==> src/rtl/ram_fifo_ctrl.sv <==
// ram_fifo_ctrl: FIFO controller that sits in front of a single-port,
// synchronous-read RAM (2**ADDR_W x DATA_W). Reads and writes share the one
// RAM port; a pending read wins the port in IDLE, and the following RD_WAIT
// cycle leaves the port free for a write. The show-ahead output register
// holds the oldest word.
// Build option: define FIFO_BYPASS_EN so that a write arriving while the RAM
// and the output register are both empty loads the output register directly.
module ram_fifo_ctrl #(
    parameter int unsigned DATA_W = 8,
    parameter int unsigned ADDR_W = 10
) (
    input  logic              clk,
    input  logic              rst,
    input  logic              wr_valid,
    output logic              wr_ready,
    input  logic [DATA_W-1:0] wr_data,
    output logic              rd_valid,
    input  logic              rd_ready,
    output logic [DATA_W-1:0] rd_data,
    output logic [ADDR_W:0]   count,
    output logic              ram_we,
    output logic [ADDR_W-1:0] ram_addr,
    output logic [DATA_W-1:0] ram_din,
    input  logic [DATA_W-1:0] ram_dout
);

    localparam logic [ADDR_W:0] FULL_CNT = {1'b1, {ADDR_W{1'b0}}};

    typedef enum logic {
        IDLE,
        RD_WAIT
    } state_t;

    state_t              state;
    logic [ADDR_W-1:0]   wr_ptr;
    logic [ADDR_W-1:0]   rd_ptr;
    logic [ADDR_W:0]     ram_cnt;

    logic pop;
    logic out_free;
    logic need_rd;
    logic issue_rd;
    logic not_full;
    logic wr_fire;
    logic ram_wr;
    logic byp;

    // Port arbitration, handshakes and the RAM-side drive
    always_comb begin
        pop      = rd_valid & rd_ready;
        out_free = !rd_valid | rd_ready;
        need_rd  = (ram_cnt != '0) & out_free;
        issue_rd = (state == IDLE) & need_rd;
        not_full = (count < FULL_CNT);
        // No write is accepted while reset is held, so ram_we stays low then.
        wr_ready = !rst & !issue_rd & not_full;
        wr_fire  = wr_valid & wr_ready;
`ifdef FIFO_BYPASS_EN
        byp      = wr_fire & (state == IDLE) & (ram_cnt == '0) & out_free;
`else
        byp      = 1'b0;
`endif
        ram_wr   = wr_fire & !byp;
        ram_we   = ram_wr;
        ram_din  = wr_data;
        ram_addr = '0;
        if (issue_rd) begin
            ram_addr = rd_ptr;
        end else if (ram_wr) begin
            ram_addr = wr_ptr;
        end
    end

    // Arbitration FSM plus RAM pointers and RAM-resident word count
    always_ff @(posedge clk or posedge rst) begin
        if (rst) begin
            state   <= IDLE;
            wr_ptr  <= '0;
            rd_ptr  <= '0;
            ram_cnt <= '0;
        end else begin
            state <= issue_rd ? RD_WAIT : IDLE;
            if (ram_wr) begin
                wr_ptr <= wr_ptr + ADDR_W'(1);
            end
            if (issue_rd) begin
                rd_ptr <= rd_ptr + ADDR_W'(1);
            end
            ram_cnt <= ram_cnt + {{ADDR_W{1'b0}}, ram_wr} - {{ADDR_W{1'b0}}, issue_rd};
        end
    end

    // Show-ahead output register: filled from the RAM in RD_WAIT, or by bypass
    always_ff @(posedge clk or posedge rst) begin
        if (rst) begin
            rd_valid <= 1'b0;
            rd_data  <= '0;
        end else if (state == RD_WAIT) begin
            rd_valid <= 1'b1;
            rd_data  <= ram_dout;
        end else if (byp) begin
            rd_valid <= 1'b1;
            rd_data  <= wr_data;
        end else if (pop) begin
            rd_valid <= 1'b0;
        end
    end

    // Total occupancy, including a word in flight between RAM and output
    always_ff @(posedge clk or posedge rst) begin
        if (rst) begin
            count <= '0;
        end else begin
            count <= count + {{ADDR_W{1'b0}}, wr_fire} - {{ADDR_W{1'b0}}, pop};
        end
    end

endmodule

==> config.mk <==
export PLATFORM = sky130hd
export DESIGN_NAME = ram_fifo_ctrl
export DESIGN_NICKNAME = d
export VERILOG_FILES = /design/src/rtl/ram_fifo_ctrl.sv
export SDC_FILE = /design/constraint.sdc
export NUM_CORES = 1
export LEC_CHECK = 0
export CAP_MARGIN = 20
export CORE_MARGIN = 2
export CORE_UTILIZATION = 47
export DETAILED_ROUTE_END_ITERATION = 12
export GPL_ROUTABILITY_DRIVEN = 0
export GPL_TIMING_DRIVEN = 0
export PLACE_DENSITY = 0.76
export RECOVER_POWER = 25
export SLEW_MARGIN = 20
export SYNTH_ARGS = -nofsm -noshare
export SYNTH_HDL_FRONTEND = slang
export SYNTH_SLANG_ARGS = --single-unit
export TNS_END_PERCENT = 5
==> constraint.sdc <==
create_clock -name clk -period 3.5 [get_ports clk]
set_input_delay 0.525 -clock clk [delete_from_list [all_inputs] [get_ports clk]]
set_output_delay 0.525 -clock clk [all_outputs]
set_load 0.05 [all_outputs]
# == After elaboration in Yosys (flattened, before gate mapping) ==
# Index checks and enable logic that the tools add are counted.
# Widths: inputs -> output; s select.
# totals
register_bits,52
word_cells,32
# classes
n_addsub,6
magnitude_cmp,1
muxes,5
bitwise_logic,8
reduce_logical,5
# op_table
op,n
$add 11x1->11,2
$sub 11x1->11,2
$add 10x1->10 const B,2
$mux 10,2
$lt 11x11->1 const B,1
$reduce_bool 11->1,1
$and 1x1->1,6
$logic_not 1->1,3
$mux 1,3
$reduce_bool 2->1,1
$not 1->1,1
$or 1x1->1,1

# == Longest topological paths before layout ==
# Gate-level depths: netlist of the first run.
# logic_depth
word_depth,10
depth_mapped,17
ltp_nobuf,16

# == Worst setup path after synthesis of the first run ==
# OpenSTA, ideal clock, no wires.
# synth_timing
path_kind,register -> register
startpoint,register ram_cnt[2]
endpoint,register count[6]
setup_time_ns,0.125
arrival_time_ns,3.237
t_required_ns,3.375
path_slack_ns,0.138
stages_incl_launch_ff,18
path_buffers,1
period_less_slack_ns,3.362
path_cell_list,dfrtp_1 > inv_1 > ha_1 > nor4b_4 > a221oi_4 > nor4b_4 > buf_6 > inv_1 > ha_1 > inv_1 > ha_1 > inv_1 > fa_1 > nor2b_1 > o31a_1 > o21ai_0 > nor2b_1 > xnor2_1
# synth_via
elab_chain_cells,9
# synth_lines
item,line_no,rtl
from (decl),37,logic [ADDR_W:0] ram_cnt;
from (signal assigned),89,"ram_cnt <= ram_cnt + {{ADDR_W{1'b0}}, ram_wr} - {{ADDR_W{1'b0}}, issue_rd};"
$reduce_bool 11->1,52,need_rd = (ram_cnt != '0) & out_free;
$and 1x1->1,52,
$and 1x1->1,53,issue_rd = (state == IDLE) & need_rd;
$logic_not 1->1,56,wr_ready = !rst & !issue_rd & not_full;
$and 1x1->1 (2 in a row),56,
$and 1x1->1,57,wr_fire = wr_valid & wr_ready;
via ram_we,21,"output logic ram_we,"
$add 11x1->11,114,"count <= count + {{ADDR_W{1'b0}}, wr_fire} - {{ADDR_W{1'b0}}, pop};"
$sub 11x1->11,114,
to (signal assigned),114,
to (decl),20,"output logic [ADDR_W:0] count,"
# The timed path passes the listed nets, and every way through them passes these cells.
# A chain may end at the register's enable or synchronous reset.

# == Final worst setup path of the first run ==
# layout_timing
startpoint,register ram_cnt[9]
endpoint,output port ram_addr[3]
# layout_via
elab_chain_cells,9
# layout_lines
item,line_no,rtl
$reduce_bool 11->1 (*),52,
$and 1x1->1 (*),52,
$and 1x1->1 (*),53,
$logic_not 1->1,56,
$and 1x1->1 (2 in a row),56,
$and 1x1->1,57,
$mux 10,69,end else if (ram_wr) begin
$mux 10 (*),67,if (issue_rd) begin
to (decl),22,"output logic [ADDR_W-1:0] ram_addr,"
# Every way passes the cells marked *; elsewhere a longest branch is shown, timed or not.

==> results of run 1 <==
## final timing paths
kind                                     to  cells after the start  slack [ns]       start
worst min-delay path              wr_ptr[9]                      1        0.49   wr_ptr[9]
worst min register to register    wr_ptr[9]                      1        0.49   wr_ptr[9]
worst max register to register  ram_cnt[10]                     16        0.15  ram_cnt[9]
min in group asynchronous        rd_data[7]                      2        1.01         rst
max in group asynchronous        ram_cnt[8]                      3        1.81         rst
worst max-delay path            ram_addr[3]                      9        0.14  ram_cnt[9]
## flip-flops by register name (all words and copies together), names as in the netlist
name	count
state	1
ram_cnt	11
rd_ptr	10
count	11
wr_ptr	10
rd_valid	1
rd_data	8
## layout by cell type, fill, tap and decap left out, types with 4 or more instances in the layout
cell | netlist | routed
clkbuf_8 | 0 | 5
dfrtp_1 | 52 | 52
and3_1 | 8 | 8
xor2_1 | 8 | 8
nor2_1 | 11 | 11
o21ai_0 | 7 | 7
a22o_1 | 10 | 10
nand2_1 | 11 | 11
clkdlybuf4s50_1 | 0 | 46
xnor2_1 | 25 | 25
mux2_2 | 10 | 10
nand3_1 | 5 | 5
a21oi_1 | 14 | 14
a21o_1 | 4 | 4
ha_1 | 28 | 28
nand4_1 | 8 | 8
inv_1 | 34 | 34
nor2b_1 | 6 | 4
dlymetal6s2s_1 | 0 | 4
nor3_1 | 8 | 8
buf_4 | 8 | 13
## critical path: stages, from the launching register on
cell             delay, ns
dfrtp_1               0.41
inv_1                 0.08
ha_1                  0.15
and3_1                0.26
a221oi_4              0.11
nor4b_4               0.28
buf_6                 0.15
buf_4                 0.15
a22o_1                0.13
clkdlybuf4s50_1       0.81
## area by class of cell
cell class / count / area [sq um] / share of cell area (%)
multi-input combinational: 195 / 1620 / 41.4
tap: 77 / 96.3 / 2.46
clock inverter: 2 / 16.3 / 0.416
timing repair buffer: 57 / 578 / 14.8
inverter: 34 / 128 / 3.26
clock buffer: 6 / 72.6 / 1.86
sequential: 52 / 1300 / 33.3
buffer: 12 / 98.8 / 2.53
## what timing repair did
item | in CTS | in global routing
endpoints found under the setup margin | 13 | 15
resized for setup | 3 | 7
pin swaps | 2 | 3
buffers inserted | 1 | 4
hold buffers | 0 | 0
## routing by layer
layer / share of wire, % / GRT usage, %
met5: 0 / 0
met4: 1.3 / 4.76
met3: 4.3 / 4.33
met2: 50 / 31.5
met1: 45 / 21.8
## kinds of logic (layout without fill, tap and decap cells)
group                      Yosys count  in the layout
muxes                               10             10
and+or+nand+nor                     68             68
DFF                                 52             52
adders and majority gates           30             30
xor gates and xnor gates            34             34
AOI/OAI and AO/OA                   53             53
buffers and inverters               46            111
## per-stage QoR
stage	std cells	setup TNS (ns)	hold WS, ns	util, %
after floorplan	293	0	0.446	-
after global placement	421	-2.08	0.465	58.5
after detailed placement	422	-2.60	0.473	58.9
after CTS	431	0	0.486	60.5
after global routing	435	-0.249	0.522	61.2
final	435	0	0.489	61.2
==> results.yml, run 1 <==
synthesis:
  synth-edff-count: 0
  synth_top_family_by_area: "simple AND/OR/NAND/NOR gates"
  synthXorXnorAreaFrac_pct: 9.75
  synthFlopType: "dfrtp_1"
  yosysMostFrequentCell: "dfrtp_1"
  synth_compound_area_share_pct: 12.4
  postSynthAreaPerCell_sq_um: 10.7
  synth_cell_type_count: 42
  synth-seq-area-share_pct: 41.6
  synth_top_area_share_pct: 41.6
  ys_warn_count: 0
  synth_mux_area_share_pct: 3.60
  synth_nets: 343
  synthSimpleGateAreaFrac_pct: 13.2
  syn_area_sq_um: 3130
  synthArstFlopShare_pct: 100
  synth-seq-cells: 52
  synth.area.top_cells: "dfrtp_1, ha_1, xnor2_1"
  netlist_instances: 293
  synth_fa_ha_area_share_pct: 12.5
  synthTopCellsByCount: "dfrtp_1, inv_1, ha_1"
  synth_area_leader_cell: "dfrtp_1"
timing:
  setup_viol: 0
  fin_crit_ns: 3.36
  layout_setup_ws_ns: 0.139
  finalMaxSlewViolations: 0
  hold_viol: 0
  timing.slew.headroom_pct: 27.5
  max_clock_freq_ghz: 0.298
  worst_slew_pin_slew_ns: 1.09
  skew_ns: 0.00938
  period_share_pct: 96.0
  rsz0062_at_grt: "yes"
detailed_routing:
  first_iter_violations: 55
  dr.pass1.iters: 4
  drcViolationCount: 0
  viasPerCell: 5.31
  drtAntennaViolNets: 0
  wl_per_cell_microns: 14.0
  routed-via-count: 2309
  drt-total-wl_microns: 6110
min_path:
  hold_path.class: "register to register"
worst_setup_path:
  crit_path_start_kind: "register"
  crit_path_end_kind: "output pin"
  arrival_ns: 2.84
  required_ns: 2.97
  crit_fanout: 8
  crit_type: "register to output pin"
grt:
  grt_max_degree: 28
  grt_pass1_vias: 2351
  grt_use_total_pct: 17.8
  overflow: 0
  grt_pass1_wl_microns: 10400
  antenna_found_initial: 0
clocking:
  clockRootBuffer: "clkbuf_8"
  path_clk_slew_ns: 0.09
  cts.sinks: 52
  cts_tree: "yes"
  worstSkewPairLatency_ns: 0.31
  cts_buffers: 5
  htree_levels: 2
  clk_path_buf_depth: 2
place:
  dp_hpwl_microns: 4710
  dpl_worst_slack_ns: -0.407
  placed_cell_area_sq_um: 3760
  port_buffers: 51
floorplan:
  io_pins: 60
  core_sq_um: 6390
  start_util_pct: 49.0
  rows: 29
  die_w_microns: 85.6
  dieArea_sq_um: 7330
  die_y_microns: 85.6
outcome:
  status: "complete, no violations"
run:
  cap_violations: 0
finish:
  nets: 407
  nFillCells: 546
  final_area_sq_um: 3910
  antenna_cells: 0
  drive_gt1_share_pct: 12.6
  layout-area-overhead-vs-synth_pct: 24.9
Power of run 1 is left out: the tool's default activity adds up to more than one toggle a clock period on the data nets, which glitch-free logic cannot reach.
==> run 2: changes to the inputs <==
==> constraint.sdc (replaced) <==
create_clock -name clk -period 3.5 [get_ports clk]
set_input_delay 0.7 -clock clk [delete_from_list [all_inputs] [get_ports clk]]
set_output_delay 0.7 -clock clk [all_outputs]
set_load 0.05 [all_outputs]
==> run 2 against run 1 <==
  * Non-clock buffer count grew 7
  * Fmax is 0.28% lower
  * Register-to-register slack worse by 0.02 ns
  * Count of clock-buffer cells in the layout is the same
  * Critical endpoint is now count[10]
  * Largest cell class unchanged
==> results.yml, run 2 (synthesized netlist as in run 1, its figures left out) <==
detailed_routing:
  wl_per_cell_microns: 14.1
  dr.pass1.iters: 4
  first_iter_violations: 48
  routed-via-count: 2369
  drt-total-wl_microns: 6250
  drtAntennaViolNets: 0
  viasPerCell: 5.36
  drcViolationCount: 0
finish:
  final_common_cell: "dfrtp_1"
  nets: 414
  layout-area-overhead-vs-synth_pct: 28.1
  reg_top3: "count x11, ram_cnt x11"
  most-common-layout-cells: "dfrtp_1, clkdlybuf4s50_1, inv_1, xnor2_1, ha_1"
  final_area_sq_um: 4010
  antenna_cells: 0
  ff_latch_area_sq_um: 1300
  drive_gt1_share_pct: 18.4
  multi_input_comb_area_sq_um: 1680
  nFillCells: 526
clocking:
  hold_buffers: 0
  cts_tree: "yes"
  cts.sinks: 52
  htree_levels: 2
  clk_path_buf_depth: 2
  path_clk_slew_ns: 0.09
  worstSkewPairLatency_ns: 0.31
  clockRootBuffer: "clkbuf_8"
  cts_buffers: 5
floorplan:
  io_pins: 60
  core_sq_um: 6390
  start_util_pct: 49.0
  rows: 29
  die_w_microns: 85.6
  dieArea_sq_um: 7330
  die_y_microns: 85.6
place:
  port_buffers: 51
  placed_cell_area_sq_um: 3760
  dp_hpwl_microns: 4710
timing:
  rsz0062_at_grt: "yes"
  period_share_pct: 96.3
  skew_ns: 0.00877
  worst_slew_pin_slew_ns: 0.606
  timing.slew.headroom_pct: 59.6
  max_clock_freq_ghz: 0.297
  hold_viol: 0
  fin_crit_ns: 3.37
  setup_viol: 0
  finalMaxSlewViolations: 0
worst_setup_path:
  required_ns: 3.69
  crit_fanout: 4
  crit_path_start_kind: "register"
  crit_path_end_kind: "register"
  crit_type: "register to register"
  arrival_ns: 3.56
outcome:
  status: "complete, no violations"
grt:
  overflow: 0
  antenna_found_initial: 0
  grt_pass1_vias: 2367
  grt_pass1_wl_microns: 10500
  grt_use_total_pct: 17.8
  grt_max_degree: 28
min_path:
  hold_path.class: "register to register"
run:
  cap_violations: 0
==> run 2: final cells by class <==
type,instances,share of cell area [%]
multi-input cells,195,42.0
clock inverters,2,0.405
plain buffers,12,2.46
clock buffers,6,1.81
flip-flops and latches,52,32.4
inverters,34,3.18
repair buffers,64,15.3
well taps,77,2.40
==> run 2: repair_timing <==
action,4_1_cts,5_1_grt
setup buffers,5,7
gates resized for setup,14,25
gates cloned,0,0
endpoints found under the setup margin,19,13
pin swaps,2,10
==> run 2: routing by layer <==
metal  part of all wire (%)  track usage (%)  routed length (microns)
met4                    1.2             4.76                       78
met5                      0                0                        0
met3                    4.6             4.33                      288
met2                     50             31.7                     3130
met1                     44             21.7                     2750
==> run 2: final timing paths <==
check	startpoint	endpoint	slack, ns	depth (start not counted)
worst min-delay path	wr_ptr[9]	wr_ptr[9]	0.48	1
worst min register to register	wr_ptr[9]	wr_ptr[9]	0.48	1
worst max register to register	ram_cnt[2]	count[10]	0.13	18
worst max-delay path	ram_cnt[2]	count[10]	0.13	18
max in group asynchronous	rst	ram_cnt[9]	1.96	3
min in group asynchronous	rst	rd_data[1]	0.99	2
==> run 2: through the flow <==
stage	worst slack, ns	setup TNS, ns	instances	util, %	hold WS, ns
2_1_floorplan	0.138	0	293	-	0.446
3_3_place_gp	-0.528	-6.86	421	58.5	0.465
3_5_place_dp	-0.582	-7.60	422	58.9	0.473
4_1_cts	-0.145	-0.477	435	60.8	0.486
5_1_grt	-0.0490	-0.0642	442	62.8	0.522
6_report	0.130	0	442	62.8	0.485
==> run 2: critical path, stage by stage (launching register included) <==
cell and delay (ns):
dfrtp_1 0.41, inv_2 0.08, ha_4 0.12, nor4b_4 0.24, a221oi_4 0.12, buf_6 0.14, nor4b_4 0.28, buf_6 0.16
inv_2 0.04, ha_4 0.25, inv_2 0.04, ha_4 0.16, inv_2 0.06, fa_2 0.23, nor2b_2 0.05, o31a_1 0.34
o31ai_4 0.30, a21oi_2 0.08, nand3b_1 0.16
Power of run 2 is left out for the same reason.
==> run 3: changes to the inputs <==
- CORE_UTILIZATION: 47 -> 45
- PLACE_DENSITY: 0.76 -> 0.73
==> run 3 against run 2 <==
  * The run now ends with negative setup slack left
  * Count of clock-buffer cells in the layout is 1 lower
  * Fmax is 4.0% lower
  * First-iteration DRC count is 94% higher
  * Cell area is 1.9% lower
  * Setup slack worse by 0.14 ns
  * Clock skew is 0.0040 ns higher
  * Register-to-register slack worse by 0.12 ns
  * Worst hold slack worse by 0.0095 ns
  * Final cell count is 0.45% higher
  * Via count is 3.2% lower
  * Highest routed layer unchanged
==> results.yml, run 3 (synthesized netlist as in run 1, its figures left out) <==
finish:
  most-common-layout-cells: "dfrtp_1, clkdlybuf4s50_1, inv_1, ha_1, xnor2_1"
  layout-area-overhead-vs-synth_pct: 25.6
  nets: 413
  reg_top3: "count x11, ram_cnt x11"
  drive_gt1_share_pct: 19.2
  antenna_cells: 0
  final_common_cell: "dfrtp_1"
clocking:
  cts_tree: "yes"
  cts.sinks: 52
  path_clk_slew_ns: 0.11
  hold_buffers: 0
  htree_levels: 2
  clockRootBuffer: "clkbuf_8"
  cts_buffers: 5
  clk_path_buf_depth: 2
  worstSkewPairLatency_ns: 0.32
floorplan:
  dieArea_sq_um: 7640
  start_util_pct: 46.4
  io_pins: 60
  core_sq_um: 6760
  die_w_microns: 87.4
  rows: 30
  die_y_microns: 87.4
worst_setup_path:
  crit_path_start_kind: "input port"
  crit_fanout: 4
  reg2reg_to: "count[6]"
  ff2ff_path_depth: 18
  crit_path_end_kind: "register"
  crit_type: "input port to register"
  r2r_slack_ns: 0.01
  r2r_start: "ram_cnt[2]"
  required_ns: 3.70
  arrival_ns: 3.71
detailed_routing:
  first_iter_violations: 93
  wl_per_cell_microns: 13.2
  drcViolationCount: 0
  dr.pass1.iters: 4
  drt-total-wl_microns: 5860
  viasPerCell: 5.17
  drtAntennaViolNets: 0
  routed-via-count: 2294
place:
  dpl_worst_slack_ns: -0.566
  dp_hpwl_microns: 4400
  port_buffers: 51
timing:
  rsz0062_at_grt: "yes"
  fin_crit_ns: 3.51
  hold_viol: 0
  worst_slew_pin_slew_ns: 0.622
  max_clock_freq_ghz: 0.285
  period_share_pct: 100
  timing.slew.headroom_pct: 58.5
  finalMaxSlewViolations: 0
  layout_setup_ws_ns: -0.0111
  setup_viol: 2
  skew_ns: 0.0128
grt:
  grt_max_degree: 53
  grt_use_total_pct: 16.6
  antenna_found_initial: 0
  grt_pass1_wl_microns: 9980
  grt_pass1_vias: 2234
  overflow: 0
min_path:
  hold_path.class: "register to register"
  whs_path_depth: 1
  min-delay-start: "wr_ptr[9]"
  hold_end: "wr_ptr[9]"
outcome:
  violations: "negative setup slack"
  status: "finished, violations left"
run:
  cap_violations: 0
run 3: changes by cell type in the layout (fill, tap and decap cells not counted), sizes merged:
| cell | change |
|---|---|
| clkdlybuf4s15 | -1 |
| dlygate4sd3 | -6 |
| clkdlybuf4s50 | +7 |
| buf | -1 |
| clkbuf | +7 |
| clkinv | +1 |
| clkinvlp | -1 |
| inv | +1 |
| dlygate4sd2 | -8 |
run 3: what timing repair did:
| action | 4_1_cts | 5_1_grt |
|---|---|---|
| hold endpoints to repair | 0 | 0 |
| buffers inserted | 5 | 7 |
| gates resized for setup | 17 | 29 |
| setup endpoints to repair | 18 | 8 |
| pin swaps | 2 | 7 |
run 3: layout make-up:
type | count | area, sq um
fill | 557 | 2820
multi-input combinational | 195 | 1650
sequential | 52 | 1300
timing repair buffer | 63 | 562
inverter | 34 | 130
tap | 80 | 100
buffer | 12 | 98.8
clock buffer | 5 | 68.8
clock inverter | 3 | 22.5
run 3: metrics by stage:
stage	setup TNS (ns)	utilization, %	cell area, sq um	hold slack [ns]	instances
finish	-0.0136	58.2	3940	0.475	444
CTS	-0.00788	57.4	3880	0.482	437
global route	-0.765	58.2	3940	0.492	444
global placement	-6.69	55.4	3740	0.467	424
detailed placement	-7.42	55.4	3740	0.463	424
floorplan	0	-	3130	0.446	293
run 3: worst max-delay path, cell delays in order:
cell and delay (ns):
clkdlybuf4s50_1 0.44, inv_2 0.09, a221oi_4 0.07, buf_4 0.16, nor4b_4 0.38, buf_6 0.16, inv_1 0.04, ha_1 0.29
inv_2 0.07, ha_4 0.13, inv_1 0.06, fa_2 0.38, nor2b_2 0.14, o31a_1 0.23, o21ai_2 0.09, nor2b_1 0.16
xnor2_1 0.13
run 3: worst max-delay path by stage:
stage                              to  slack (ns)       start  cells after the start
after global routing         count[8]       -0.18  ram_cnt[2]                     18
final                        count[6]       -0.01    rd_ready                     17
after detailed placement  ram_cnt[10]       -0.57    rd_ready                     15
after global placement    ram_cnt[10]       -0.53    rd_ready                     15
after CTS                   count[10]      -0.008  ram_cnt[2]                     18
after floorplan              count[6]        0.14  ram_cnt[2]                     17
run 3: layer usage:
layer  vias to the layer above  part of all wire (%)  GRT usage, %  wire length [microns]
met3                         5                   4.8          4.27                    280
met1                      1080                    45          21.1                   2650
met4                         0                   1.5          5.03                     85
li1                       1161                     -             -                      -
met2                        48                    49          27.6                   2840
met5                         -                     0             0                      0
Power of run 3 is left out for the same reason.
